`src/rtl/ysyx_22041071_exu_md.sv`:
```
// Iterative multiply/divide execution unit with a valid/ready handshake on both sides.
// Shift-add multiply and restoring divide run on operand magnitudes; signs are applied at the end.
module ysyx_22041071_exu_md #(
   parameter int XLEN      = 64,
   parameter int TAG_W     = 5,
   parameter int ITER_BITS = 1
) (
   input  logic             clk,
   input  logic             reset,
   input  logic             in_valid,
   output logic             in_ready,
   input  logic [4:0]       op,
   input  logic [XLEN-1:0]  src_a,
   input  logic [XLEN-1:0]  src_b,
   input  logic [TAG_W-1:0] tag_in,
   input  logic             flush,
   output logic             out_valid,
   input  logic             out_ready,
   output logic [XLEN-1:0]  result,
   output logic [TAG_W-1:0] tag_out,
   output logic             busy
);
   // state | meaning
   // IDLE  | waiting for a request; in_ready high unless flushing or in reset
   // BUSY  | iterating, ITER_BITS result bits per cycle
   // DONE  | result presented, held until out_ready
   typedef enum logic [1:0] {IDLE, BUSY, DONE} state_t;

   localparam int N     = XLEN / ITER_BITS;
   localparam int N_W   = 32 / ITER_BITS;
   localparam int CNT_W = $clog2(N);
   localparam int WSH   = XLEN - 32;
   localparam logic [XLEN-1:0] MIN_NEG = {1'b1, {(XLEN-1){1'b0}}};

   function automatic logic [XLEN-1:0] wext(input logic [XLEN-1:0] x);
      return XLEN'($signed(x[31:0]));
   endfunction

   state_t            state;
   logic [CNT_W-1:0]  cnt;
   logic              op_mul, op_w, op_rem, op_high, neg_q, neg_r;
   logic [2*XLEN-1:0] acc, mcand, acc_n, mcand_n, prod;
   logic [XLEN-1:0]   mplier, mplier_n, rem, quo, dvsr, rem_n, quo_n;
   logic [XLEN-1:0]   q_fix, r_fix, fin_res;
   logic [XLEN:0]     rem_x;

   logic              dec_mul, dec_div, dec_w, dec_sgn, dec_rem, dec_high;
   logic [XLEN-1:0]   opa, opb, mag_a, mag_b, spec_res;
   logic              neg_a, neg_b, div_zero, div_ovf, special;

   assign in_ready = (state == IDLE) && !flush && reset;

   always_comb begin
      dec_mul  = 1'b0;
      dec_div  = 1'b0;
      dec_w    = 1'b0;
      dec_sgn  = 1'b0;
      dec_rem  = 1'b0;
      dec_high = 1'b0;
      case (op)
         5'd19: dec_mul = 1'b1;
         5'd20: begin dec_mul = 1'b1; dec_high = 1'b1; dec_sgn = 1'b1; end
         5'd21: begin dec_mul = 1'b1; dec_high = 1'b1; end
         5'd22: begin dec_mul = 1'b1; dec_w = 1'b1; end
         5'd23: begin dec_div = 1'b1; dec_sgn = 1'b1; end
         5'd24: dec_div = 1'b1;
         5'd25: begin dec_div = 1'b1; dec_w = 1'b1; dec_sgn = 1'b1; end
         5'd26: begin dec_div = 1'b1; dec_w = 1'b1; end
         5'd27: begin dec_div = 1'b1; dec_rem = 1'b1; dec_sgn = 1'b1; end
         5'd28: begin dec_div = 1'b1; dec_rem = 1'b1; end
         5'd29: begin dec_div = 1'b1; dec_rem = 1'b1; dec_w = 1'b1; end
         5'd30: begin dec_div = 1'b1; dec_rem = 1'b1; dec_w = 1'b1; dec_sgn = 1'b1; end
         default: ;
      endcase
   end

   // W ops see only the low word, sign- or zero-extended according to the op's signedness.
   always_comb begin
      opa      = dec_w ? (dec_sgn ? wext(src_a) : XLEN'(src_a[31:0])) : src_a;
      opb      = dec_w ? (dec_sgn ? wext(src_b) : XLEN'(src_b[31:0])) : src_b;
      neg_a    = dec_sgn & opa[XLEN-1];
      neg_b    = dec_sgn & opb[XLEN-1];
      mag_a    = neg_a ? -opa : opa;
      mag_b    = neg_b ? -opb : opb;
      div_zero = dec_div & (opb == '0);
      div_ovf  = dec_div & dec_sgn & (dec_w ?
                 ((src_a[31:0] == 32'h8000_0000) && (src_b[31:0] == 32'hFFFF_FFFF)) :
                 ((src_a == MIN_NEG) && (src_b == '1)));
      special  = !(dec_mul | dec_div) | div_zero | div_ovf;
      spec_res = '0;
      if (div_zero)
         spec_res = dec_rem ? (dec_w ? wext(src_a) : src_a) : '1;
      else if (div_ovf)
         spec_res = dec_rem ? '0 : (dec_w ? wext(src_a) : src_a);
   end

   always_comb begin
      acc_n    = acc;
      mcand_n  = mcand;
      mplier_n = mplier;
      rem_n    = rem;
      quo_n    = quo;
      rem_x    = '0;
      for (int i = 0; i < ITER_BITS; i++) begin
         if (mplier_n[0])
            acc_n = acc_n + mcand_n;
         mcand_n  = mcand_n << 1;
         mplier_n = mplier_n >> 1;
         rem_x    = {rem_n, quo_n[XLEN-1]};
         quo_n    = quo_n << 1;
         if (rem_x >= {1'b0, dvsr}) begin
            rem_x    = rem_x - {1'b0, dvsr};
            quo_n[0] = 1'b1;
         end
         rem_n = rem_x[XLEN-1:0];
      end
   end

   always_comb begin
      prod  = neg_q ? -acc_n : acc_n;
      q_fix = neg_q ? -quo_n : quo_n;
      r_fix = neg_r ? -rem_n : rem_n;
      if (op_mul)
         fin_res = op_high ? prod[2*XLEN-1:XLEN] : prod[XLEN-1:0];
      else
         fin_res = op_rem ? r_fix : q_fix;
      if (op_w)
         fin_res = wext(fin_res);
   end

   always_ff @(posedge clk) begin
      if (!reset) begin
         state     <= IDLE;
         out_valid <= 1'b0;
         busy      <= 1'b0;
         result    <= '0;
         tag_out   <= '0;
         cnt       <= '0;
      end else if (flush) begin
         state     <= IDLE;
         out_valid <= 1'b0;
         busy      <= 1'b0;
      end else begin
         case (state)
            IDLE: if (in_valid) begin
               tag_out <= tag_in;
               op_mul  <= dec_mul;
               op_w    <= dec_w;
               op_rem  <= dec_rem;
               op_high <= dec_high;
               neg_q   <= neg_a ^ neg_b;
               neg_r   <= neg_a;
               acc     <= '0;
               mcand   <= (2*XLEN)'(mag_a);
               mplier  <= mag_b;
               rem     <= '0;
               quo     <= dec_w ? (mag_a << WSH) : mag_a;
               dvsr    <= mag_b;
               cnt     <= dec_w ? CNT_W'(N_W - 1) : CNT_W'(N - 1);
               if (special) begin
                  result    <= spec_res;
                  out_valid <= 1'b1;
                  state     <= DONE;
               end else begin
                  busy  <= 1'b1;
                  state <= BUSY;
               end
            end
            BUSY: begin
               acc    <= acc_n;
               mcand  <= mcand_n;
               mplier <= mplier_n;
               rem    <= rem_n;
               quo    <= quo_n;
               cnt    <= cnt - CNT_W'(1);
               if (cnt == '0) begin
                  result    <= fin_res;
                  out_valid <= 1'b1;
                  busy      <= 1'b0;
                  state     <= DONE;
               end
            end
            DONE: if (out_ready) begin
               out_valid <= 1'b0;
               state     <= IDLE;
            end
            default: state <= IDLE;
         endcase
      end
   end
endmodule

```
`config.mk`:
```
export PLATFORM = sky130hd
export DESIGN_NAME = ysyx_22041071_exu_md
export DESIGN_NICKNAME = d
export VERILOG_FILES = /design/src/rtl/ysyx_22041071_exu_md.sv
export SDC_FILE = /design/constraint.sdc
export NUM_CORES = 2
export LEC_CHECK = 0
export CORE_MARGIN = 2
export CORE_UTILIZATION = 30
export DETAILED_ROUTE_END_ITERATION = 8
export GPL_TIMING_DRIVEN = 0
export HOLD_SLACK_MARGIN = 0.12
export PLACE_DENSITY = 0.45
export SLEW_MARGIN = 20
export SYNTH_ARGS = -nofsm -noshare
export SYNTH_HDL_FRONTEND = slang
export SYNTH_SLANG_ARGS = --single-unit
export TNS_END_PERCENT = 1
```
`constraint.sdc`:
```
create_clock -name clk -period 15.2 [get_ports clk]
set_input_delay 2.28 -clock clk [delete_from_list [all_inputs] [get_ports clk]]
set_output_delay 2.28 -clock clk [all_outputs]
set_load 0.005 [all_outputs]
```
==> impl_metrics.ini <==
[run_status]
status = complete, no violations

[synth]
syn_area_sq_um = 55200
yosys_warnings = 0
async_flop_share = 0
synthCells = 7088
synth_seq_cells = 597
syn_avg_cell_area_sq_um = 7.79
synth_edf_count = 518
yosysSeqAreaShare = 0.310
synth_ff_type = edfxtp_1
synth_cell_type_count = 113
synth_nets = 7432

[finish]
n_fill_cell = 19800
stdcell_area_sq_um = 63700
final_common_cell = nor2_1
area_delta_synth_final_pct = 15.4
drive_gt1_frac = 0.0520
final_cell_mix = nor2_1, nand2_1, a21oi_1, o21ai_0, edfxtp_1
layoutNonFillerInstCount = 9956
nNetsFinal = 7754
fin_util = 0.348

[setup_path]
cpMaxStageDelayCell = a2111oi_0
timing.rr.end = result[38]
rrSetupSlack_ps = 400
cpMostUsedCell = buf_2
required_ps = 15850
worstSetupStartpoint = mplier[0]
r2r.worst_path.cells = 29
r2r_start = mplier[0]
setup.worst_path.start_class = register
max_stage_delay_ps = 930
crit_end = result[38]
crit_type = reg -> reg
cp_max_fo = 19
critPathArrivalTime_ps = 15450
endpoint_kind = register

[global_routing]
grt_max_degree = 54
grt_overflow = 0
grt_usage = 0.373
grt_pass1_vias = 58100
grt_pass1_wl_mm = 487
antenna_found_initial = 40

[clock_tree]
clk_latency_ps = 760
cts_resized = 0
cts_tree = yes
cts_buffers = 80
postCtsSetupRepairBufs = 0
cts_sinks = 597
holdBufCountCts = 0
clockBufferDepth = 3
cts-root-buf = clkbuf_16
h-tree-depth = 3
clk_pin_slew_ps = 60

[placement]
gp_congestion = 1.08
placed_cells = 9794
place.port_buffers = 207
dp_hpwl_mm = 302
place_area_sq_um = 61100

[pwr]
p_per_area_nw_per_um2 = 81.3
comb_power_share = 0.254
p_int_mw = 3.28
p_seq_frac = 0.374
ir_drop_mv = 0.0768
p_switching_mw = 1.90
p_sw_frac = 0.367
finalPower_mw = 5.18
leakagePower_nw = 21.6
p_clk_frac = 0.372

[timing]
max_slew_margin = 0.124
finalSetupViolCount = 0
finalCritPeriodShare = 0.974
drv_slew = 0
period_needed_ps = 14800
clock_skew_ps = 31.4
hold_slack_ps = 467
rsz0062_at_grt = no
max_freq_ghz = 0.0676
hold_violations = 0
worst_slew_pin_slew_ps = 1310

[drt]
dr.pass1.iters = 8
vias = 62800
drt-initial-drc-count = 7966
vias_per_cell = 6.30
wirelength_mm = 362
wl_per_cell_um = 36.3
drcViolationCount = 0
antenna_left = 0

[flow_run]
cap_violations = 0

[min_path]
hold_class = reg -> reg

[floorplan]
io_pins = 215
fp.coreArea_sq_um = 183000
die_area_sq_um = 188000
row_count = 157
die_y_um = 433
start_util = 0.302
chipWidth_um = 433
metal layers:
layer / GRT usage / vias to the layer above / share of wire
met5: 0 / - / 0.00032
met4: 0.239 / 18 / 0.077
met3: 0.0730 / 776 / 0.085
met2: 0.578 / 3437 / 0.44
met1: 0.474 / 31200 / 0.40
li1: - / 27300 / -
per-stage QoR:
step	setup WS [ps]	setup TNS, ps
4_1_cts	341	0
3_5_place_dp	-343	-343
2_1_floorplan	1430	0
6_report	396	0
5_1_grt	472	0
3_3_place_gp	-6310	-2740770
critical path, delay by kind of cell, from the launching register on:
family | cells | cell delay (ps)
compound gates | 4 | 2290
mux | 2 | 760
simple gates | 9 | 3730
fa+ha+maj | 1 | 310
buf+inv | 13 | 6990
flops | 1 | 450
layout make-up:
class / count / area (sq um) / share of cell area
Clock inverter: 49 / 450 / 0.00707
Multi-Input combinational cell: 5912 / 36100 / 0.566
Sequential cell: 597 / 17100 / 0.269
Buffer: 435 / 1740 / 0.0272
Inverter: 142 / 533 / 0.00836
Clock buffer: 98 / 2090 / 0.0328
Timing Repair Buffer: 242 / 2570 / 0.0403
Antenna cell: 17 / 42.5 / 0.000667
Tap cell: 2464 / 3080 / 0.0484
sequential cells by signal (all words and copies together) (netlist names):
signal / count
dvsr: 64
op_rem: 1
tag_out: 5
mplier: 64
state: 2
op_mul: 1
neg_r: 1
out_valid: 1
mcand: 128
cnt: 6
acc: 128
neg_q: 1
busy: 1
result: 64
quo: 64
op_high: 1
rem: 64
op_w: 1
cells by family (layout without fill, tap and decap cells):
| logic type | count (synthesis) | after routing | share of synthesized area |
|---|---|---|---|
| other cells | 0 | 17 | 0 |
| fa+ha+maj | 201 | 201 | 0.0458 |
| mux | 157 | 157 | 0.0294 |
| buf+inv | 579 | 966 | 0.0407 |
| compound gates | 2266 | 2266 | 0.263 |
| xor+xnor | 333 | 333 | 0.0528 |
| flops | 597 | 597 | 0.310 |
| simple gates | 2955 | 2955 | 0.258 |
cells in the mapped netlist (24+ instances only):
library cell    n  share of area
o21bai_1       43         0.0058
clkbuf_1      355          0.024
nor3_1        226          0.020
o31ai_1        99          0.013
o21a_1         71         0.0097
a221oi_1       31         0.0049
nand3b_1       24         0.0033
buf_2          35         0.0032
nor2_1        918          0.062
mux2i_1       123          0.022
a21boi_0       34         0.0046
a21o_1         85          0.012
a21oi_1       646          0.059
or2_2          37         0.0042
ha_1          199          0.045
xnor2_1       137          0.022
or4_1          54         0.0073
nand2_1       762          0.052
and3_1         48         0.0054
nand3_1       159          0.014
buf_1          38         0.0026
mux2_2         33         0.0067
nor3b_1        27         0.0037
a211oi_1       93          0.013
o21ai_0       567          0.051
a221o_1        25         0.0045
nand4_1       190          0.022
dfxtp_1        79          0.029
xor2_1        196          0.031
edfxtp_1      518           0.28
nor2b_1        42         0.0048
a31oi_1        90          0.010
a211o_1        26         0.0041
or3_1          72         0.0082
and4_1         29         0.0046
inv_1         138         0.0094
o211ai_1       85          0.012
nand2b_1       60         0.0068
and2_1        157          0.018
o221ai_1       32         0.0051
nor4_1         86         0.0097
power by group through the flow:
stage / clock network [mW] / registers, mW / logic [mW]
global placement: 0 / 2.00 / 1.24
CTS: 1.95 / 1.93 / 1.27
floorplan: 0 / 1.94 / 0.687
finish: 1.93 / 1.93 / 1.32
detailed placement: 0 / 1.96 / 1.26
global route: 2.00 / 1.93 / 1.37
worst min path at each step:
| stage | start | to | cells after the start |
|---|---|---|---|
| finish | out_valid | out_valid | 2 |
| global route | out_valid | out_valid | 2 |
| CTS | out_valid | out_valid | 2 |
| detailed placement | out_valid | out_valid | 2 |
| global placement | out_valid | out_valid | 2 |
| floorplan | result[57] | result[57] | 2 |
(Power assumes the default switching activity.)
